[src/rtl/draw_pkg.sv]
// Shared encodings for the raster pattern generator.
//   state_e : controller states IDLE / DRAW / FEND
//   MODE_*  : 3-bit fill/gradient mode numbers
package draw_pkg;

  typedef enum logic [1:0] {
    IDLE = 2'd0,
    DRAW = 2'd1,
    FEND = 2'd2
  } state_e;

  localparam logic [2:0] MODE_WHITE   = 3'd0;
  localparam logic [2:0] MODE_CYAN    = 3'd1;
  localparam logic [2:0] MODE_RED     = 3'd2;
  localparam logic [2:0] MODE_MAGENTA = 3'd3;
  localparam logic [2:0] MODE_GREEN   = 3'd4;
  localparam logic [2:0] MODE_YELLOW  = 3'd5;
  localparam logic [2:0] MODE_GRAD_GB = 3'd6;
  localparam logic [2:0] MODE_GRAD_RG = 3'd7;

endpackage

[src/rtl/draw_seq_if.sv]
// Pixel write channel from the pattern generator to the framebuffer writer.
//   we    : pixel valid (generator -> writer)
//   x, y  : pixel coordinates
//   r,g,b : pixel colour
//   ready : writer accepts the current pixel (writer -> generator)
interface draw_seq_if #(
  parameter int unsigned XW = 8,
  parameter int unsigned YW = 8,
  parameter int unsigned CW = 3
) ();

  logic          we;
  logic [XW-1:0] x;
  logic [YW-1:0] y;
  logic [CW-1:0] r;
  logic [CW-1:0] g;
  logic [CW-1:0] b;
  logic          ready;

  modport master (output we, x, y, r, g, b, input ready);
  modport slave  (input we, x, y, r, g, b, output ready);

endinterface

[src/rtl/draw_color.sv]
// Combinational colour function of mode and pixel coordinates.
//   mode  : active mode number
//   x, y  : pixel coordinates
//   r,g,b : colour; gradients take the top CW bits of the coordinates
module draw_color
  import draw_pkg::*;
#(
  parameter int unsigned XW = 8,
  parameter int unsigned YW = 8,
  parameter int unsigned CW = 3
) (
  input  logic [2:0]    mode,
  input  logic [XW-1:0] x,
  input  logic [YW-1:0] y,
  output logic [CW-1:0] r,
  output logic [CW-1:0] g,
  output logic [CW-1:0] b
);

  localparam logic [CW-1:0] ONES = {CW{1'b1}};

  logic [CW-1:0] x_top;
  logic [CW-1:0] y_top;

  assign x_top = x[XW-1 -: CW];
  assign y_top = y[YW-1 -: CW];

  always_comb begin
    r = '0;
    g = '0;
    b = '0;
    unique case (mode)
      MODE_WHITE:   begin r = ONES; g = ONES; b = ONES; end
      MODE_CYAN:    begin g = ONES; b = ONES; end
      MODE_RED:     begin r = ONES; end
      MODE_MAGENTA: begin r = ONES; b = ONES; end
      MODE_GREEN:   begin g = ONES; end
      MODE_YELLOW:  begin r = ONES; g = ONES; end
      MODE_GRAD_GB: begin g = y_top; b = x_top; end
      MODE_GRAD_RG: begin r = x_top; g = y_top; end
    endcase
  end

endmodule

[src/rtl/draw_seq.sv]
// Raster pattern generator: scans a 2^XW x 2^YW frame, emitting one pixel write per
// pixel over a valid/ready channel, and steps through eight colour modes either
// automatically every FRAMES_PER_MODE frames or by manual selection.
//   clk, rst   : clock, synchronous active-high reset
//   en         : run enable
//   auto_mode  : 1 = auto mode sequencing, 0 = manual (mode_sel)
//   mode_sel   : manual mode number
//   pix        : pixel write channel (master side)
//   mode       : active mode
//   frame_done : one-cycle pulse after the last pixel of a frame is accepted
//   busy       : high in DRAW or FEND
module draw_seq
  import draw_pkg::*;
#(
  parameter int unsigned XW              = 8,
  parameter int unsigned YW              = 8,
  parameter int unsigned CW              = 3,
  parameter int unsigned FRAMES_PER_MODE = 256,
  parameter int unsigned FCW             = 9
) (
  input  logic       clk,
  input  logic       rst,
  input  logic       en,
  input  logic       auto_mode,
  input  logic [2:0] mode_sel,
  draw_seq_if.master pix,
  output logic [2:0] mode,
  output logic       frame_done,
  output logic       busy
);

  localparam logic [XW-1:0]  XMAX      = {XW{1'b1}};
  localparam logic [YW-1:0]  YMAX      = {YW{1'b1}};
  localparam logic [FCW-1:0] FCNT_LAST = FCW'(FRAMES_PER_MODE - 1);

  state_e        state_q;
  logic          we_q;
  logic [XW-1:0] x_q, x_nxt;
  logic [YW-1:0] y_q, y_nxt;
  logic [CW-1:0] r_q, g_q, b_q;
  logic [CW-1:0] r_nxt, g_nxt, b_nxt;
  logic [2:0]    mode_q, mode_nxt;
  logic [FCW-1:0] fcnt_q;
  logic          auto_q;  // auto_mode as last sampled, for rising detection
  logic          fd_q;
  logic          last_pix;

  assign last_pix = (x_q == XMAX) && (y_q == YMAX);

  // Coordinates and mode of the pixel to be presented next; the colour is derived
  // from these so it is registered alongside them.
  always_comb begin
    x_nxt    = x_q;
    y_nxt    = y_q;
    mode_nxt = mode_q;
    case (state_q)
      IDLE: begin
        if (en) begin
          x_nxt    = '0;
          y_nxt    = '0;
          mode_nxt = auto_mode ? mode_q : mode_sel;
        end
      end
      DRAW: begin
        if (pix.ready) begin
          x_nxt = x_q + XW'(1);
          if (x_q == XMAX) y_nxt = y_q + YW'(1);
        end
      end
      FEND: begin
        x_nxt = '0;
        y_nxt = '0;
        if (!auto_mode) begin
          mode_nxt = mode_sel;
        end else if (auto_q && (fcnt_q == FCNT_LAST)) begin
          mode_nxt = mode_q + 3'd1;
        end
      end
      default: ;
    endcase
  end

  draw_color #(
    .XW(XW),
    .YW(YW),
    .CW(CW)
  ) u_color (
    .mode(mode_nxt),
    .x   (x_nxt),
    .y   (y_nxt),
    .r   (r_nxt),
    .g   (g_nxt),
    .b   (b_nxt)
  );

  always_ff @(posedge clk) begin
    if (rst) begin
      state_q <= IDLE;
      we_q    <= 1'b0;
      x_q     <= '0;
      y_q     <= '0;
      r_q     <= '0;
      g_q     <= '0;
      b_q     <= '0;
      mode_q  <= '0;
      fcnt_q  <= '0;
      auto_q  <= 1'b0;
      fd_q    <= 1'b0;
    end else begin
      fd_q <= 1'b0;
      case (state_q)
        IDLE: begin
          if (en) begin
            x_q     <= x_nxt;
            y_q     <= y_nxt;
            mode_q  <= mode_nxt;
            r_q     <= r_nxt;
            g_q     <= g_nxt;
            b_q     <= b_nxt;
            auto_q  <= auto_mode;
            if (auto_mode && !auto_q) fcnt_q <= '0;
            we_q    <= 1'b1;
            state_q <= DRAW;
          end
        end
        DRAW: begin
          if (pix.ready) begin
            x_q <= x_nxt;
            y_q <= y_nxt;
            r_q <= r_nxt;
            g_q <= g_nxt;
            b_q <= b_nxt;
            if (last_pix) begin
              we_q    <= 1'b0;
              fd_q    <= 1'b1;
              state_q <= FEND;
            end
          end
        end
        FEND: begin
          x_q    <= x_nxt;
          y_q    <= y_nxt;
          mode_q <= mode_nxt;
          r_q    <= r_nxt;
          g_q    <= g_nxt;
          b_q    <= b_nxt;
          auto_q <= auto_mode;
          // A frame finished in manual mode is not counted toward auto sequencing.
          if (auto_mode) begin
            if (!auto_q || (fcnt_q == FCNT_LAST)) fcnt_q <= '0;
            else                                   fcnt_q <= fcnt_q + FCW'(1);
          end
          if (en) begin
            we_q    <= 1'b1;
            state_q <= DRAW;
          end else begin
            state_q <= IDLE;
          end
        end
        default: begin
          we_q    <= 1'b0;
          state_q <= IDLE;
        end
      endcase
    end
  end

  assign pix.we     = we_q;
  assign pix.x      = x_q;
  assign pix.y      = y_q;
  assign pix.r      = r_q;
  assign pix.g      = g_q;
  assign pix.b      = b_q;
  assign mode       = mode_q;
  assign frame_done = fd_q;
  assign busy       = (state_q == DRAW) || (state_q == FEND);

endmodule

[src/flat_wrapper.sv]
// flat-port wrapper written by rule: the top's interface ports become plain ports
module draw_seq_flat import draw_pkg::*;
#(
  parameter int unsigned XW              = 8,
  parameter int unsigned YW              = 8,
  parameter int unsigned CW              = 3,
  parameter int unsigned FRAMES_PER_MODE = 256,
  parameter int unsigned FCW             = 9
)
  (clk, rst, en, auto_mode, mode_sel, mode, frame_done, busy, pix_we, pix_x, pix_y, pix_r, pix_g, pix_b, pix_ready);
  draw_seq_if #(.XW(XW), .YW(YW), .CW(CW)) pix_i ();
  input  logic clk;
  input  logic rst;
  input  logic en;
  input  logic auto_mode;
  input  logic [2:0] mode_sel;
  output logic [2:0] mode;
  output logic frame_done;
  output logic busy;
  output wire logic [$bits(pix_i.we)-1:0] pix_we;
  output wire logic [$bits(pix_i.x)-1:0] pix_x;
  output wire logic [$bits(pix_i.y)-1:0] pix_y;
  output wire logic [$bits(pix_i.r)-1:0] pix_r;
  output wire logic [$bits(pix_i.g)-1:0] pix_g;
  output wire logic [$bits(pix_i.b)-1:0] pix_b;
  input wire logic [$bits(pix_i.ready)-1:0] pix_ready;
  assign pix_we = pix_i.we;
  assign pix_x = pix_i.x;
  assign pix_y = pix_i.y;
  assign pix_r = pix_i.r;
  assign pix_g = pix_i.g;
  assign pix_b = pix_i.b;
  assign pix_i.ready = pix_ready;
  draw_seq #(.XW(XW), .YW(YW), .CW(CW), .FRAMES_PER_MODE(FRAMES_PER_MODE), .FCW(FCW)) u_core (.clk(clk), .rst(rst), .en(en), .auto_mode(auto_mode), .mode_sel(mode_sel), .pix(pix_i), .mode(mode), .frame_done(frame_done), .busy(busy));
endmodule
[config.mk]
export PLATFORM = sky130hd
export DESIGN_NAME = draw_seq_flat
export DESIGN_NICKNAME = d
export VERILOG_FILES = /design/src/rtl/draw_pkg.sv /design/src/rtl/draw_seq_if.sv /design/src/rtl/draw_color.sv /design/src/rtl/draw_seq.sv /design/src/flat_wrapper.sv
export SDC_FILE = /design/constraint.sdc
export NUM_CORES = 1
export LEC_CHECK = 0
export CAP_MARGIN = 20
export CORE_MARGIN = 4
export CORE_UTILIZATION = 59
export DETAILED_ROUTE_END_ITERATION = 12
export PLACE_DENSITY = 0.88
export SYNTH_ARGS = -nofsm -noshare
export SYNTH_HDL_FRONTEND = slang
export SYNTH_HIERARCHICAL = 1
export SYNTH_SLANG_ARGS = --single-unit
[constraint.sdc]
create_clock -name clk -period 6.7 [get_ports clk]
set_input_delay 0.67 -clock clk [delete_from_list [all_inputs] [get_ports clk]]
set_output_delay 0.67 -clock clk [all_outputs]
set_load 0.02 [all_outputs]
==> metrics.md <==
| Metric | Value |
|---|---|
| Status | finished, final reports clean |
| DIE AREA | 5461 µm² |
| Final setup violation count | 0 |
| Drt pass-1 iters | 7 |
| # port buffers | 38 |
| Hpwl dp | 4464 µm |
| Max Cap Viol | 0 |
| Crit end category | register |
| R2R Setup Slk | 3930 ps |
| Drt wl/cell | 15.70 µm |
| Worst-skew pair later-pin latency | 290 ps |
| Worst Tran Pin Value | 668.2 ps |
| Hold endpoint | u_core/pix.r[1] |
| Via count | 2551 |
| Total grt overflow | 0 |
| Layout cells sized above 1 | 5.172% |
| Hold buffer count at cts | 0 |
| Residual DRC | 0 |
| Hold WC Path Type | reg -> reg |
| CP Launch Type | input port |
| Tcrit/Tclk final | 41.46% |
| Vias in the first global route | 2325 |
| Clock root buffer | clkbuf_8 |
| Syn_nets | 341 |
| Postcts setup bufs | 0 |
| Hold Worst Slack | 459.6 ps |
| F_max | 360.0 MHz |
| Initial Util | 62.71% |
| Syn_area_per_cell | 7.909 µm² |
| Hold Vio Cnt, Final | 0 |
| GP Congestion | 0.8306 |
| I/O pins | 39 |
| WHS Path Cells | 2 |
| RSZ-0062 raised after global routing | false |
| Tmin final | 2778 ps |
| Critical Path RT | 6860 ps |
| Crit Reg-Reg Startpoint | u_core/state_q[1] |
| Mapped cell area | 2562 µm² |
| Max_slew headroom | 54.87% |
| Antenna violations before repair | 0 |
| Fin Clk Skew | 9.382 ps |
| Setup TNS | 0 ps |
| CTS tree | built |
| Clock Pin Slew Worst Setup and Hold Paths | 70 ps |
| Final WL | 6248 µm |
| Rows | 23 |
| WP data arrival | 2940 ps |
| VDD IR-drop max | 0.1154 mV |
| Worst r2r path cells | 6 |
| Synth warn | 6 |
| Leakage | 1.095 nW |
| Post_cts resized | 0 |
| Detail Route Antenna Nets | 0 |
| Mapped Cells | 324 |
| Die Height | 73.90 µm |
| Vias per inst | 6.410 |
| CTS Buf Count | 5 |
| RR Endpoint | u_core/pix.x[5] |
| Hold_sp | u_core/pix.r[1] |
| Area grow syn2layout | 16.65% |
| Longest Clk Path Bufs | 2 |
| Deepest level of the CTS H-tree | 2 |
| Tot Pwr | 0.0005737 W |
| PD cells | 191.9 nW/µm² |
| Fillers | 339 |
| Critical setup path kind | in -> reg |
| DR iter-0 viols | 295 |
| Sink Count | 42 |
| ANT cells | 0 |
| Die W | 73.90 µm |
| First-pass GRT wire length | 10400 µm |
| All-layer global routing usage | 23.96% |
| Slew Viols, Final | 0 |
| Core ar. | 4086 µm² |
| Crit path max fanout | 15 |
| Final net count | 364 |
| Largest net degree at the start of global routing | 39 |
-- metal layers --
layer  track usage, %  vias up  part of all wire (%)  wire, µm
li1                 -     1228                     -         -
met3            6.156       21                   5.5       346
met5                0        -                     0         0
met4            9.256        0                   2.2       137
met2            42.42       96                    50      3128
met1            27.42     1206                    42      2635
-- cell usage in the layout, fill, tap and decap left out, types with 3 or more instances in the layout --
cell,count
nand2_1,47
dfxtp_1,42
clkdlybuf4s50_1,38
a21oi_1,29
nor2_1,20
o21ai_0,13
a31oi_1,10
or3_1,10
ha_1,9
inv_1,8
nand4_1,8
nor2b_1,8
nand3_1,8
clkbuf_8,6
nand2b_1,6
and2_1,6
mux2i_1,6
xor2_1,6
and4_1,5
and3_1,5
a211oi_1,5
o2111ai_1,4
o211ai_1,3
a41oi_1,3
nor4_1,3
nand3b_1,3
o41ai_1,3
o22ai_1,3
-- per-stage QoR --
step / std cells / worst slack [ps] / instance area, µm² / util (%)
3_5_place_dp: 390 / 3656 / 2898 / 70.91
4_1_cts: 398 / 3953 / 2989 / 73.15
2_1_floorplan: 324 / 4564 / 2562 / -
3_3_place_gp: 390 / 3732 / 2898 / 70.91
6_report: 398 / 3922 / 2989 / 73.15
5_1_grt: 398 / 3740 / 2989 / 73.15
-- layout make-up --
class                      instances  area [µm²]  area share (%)
multi-input combinational        251        1577           52.74
sequential                        42       840.8           28.13
timing repair buffer              39       387.9           12.98
clock buffer                       7       86.33           2.888
tap                               50       62.56           2.093
inverter                           8       30.03           1.005
clock inverter                     1       5.005          0.1674
-- where the power goes --
group / leakage, nW / internal, W / switching [W]
registers: 0.342 / 0.000262 / 0.0000101
clock network: 0.0482 / 0.0000832 / 0.0000854
logic: 0.705 / 0.0000544 / 0.0000781
total: 1.10 / 0.000400 / 0.000174
-- state kept, by name (all words and copies together), names as in the netlist --
signal / cells
u_core/auto_q: 1
u_core/fcnt_q: 9
u_core/frame_done: 1
u_core/mode: 3
u_core/pix.b: 3
u_core/pix.g: 3
u_core/pix.r: 3
u_core/pix.we: 1
u_core/pix.x: 8
u_core/pix.y: 8
u_core/state_q: 2
-- worst max-delay path: stages --
cell and delay, ps:
clkdlybuf4s50_1 650, nor2b_1 320, mux2_2 360, a21oi_1 190, nand2_1 200, nor2b_1 260, o22ai_1 120, nand2_1 90
a21oi_1 70
-- worst max-delay path by stage --
stage	start	end	slack, ps	cells after the start
floorplan	u_core/fcnt_q[0]	u_core/pix.b[2]	4560	11
global placement	auto_mode	u_core/pix.b[1]	3730	9
detailed placement	auto_mode	u_core/pix.b[2]	3660	9
CTS	auto_mode	u_core/pix.b[2]	3950	9
global route	auto_mode	u_core/pix.b[0]	3740	9
finish	auto_mode	u_core/pix.r[0]	3920	9
No activity file was read; power rests on OpenSTA's default activity.
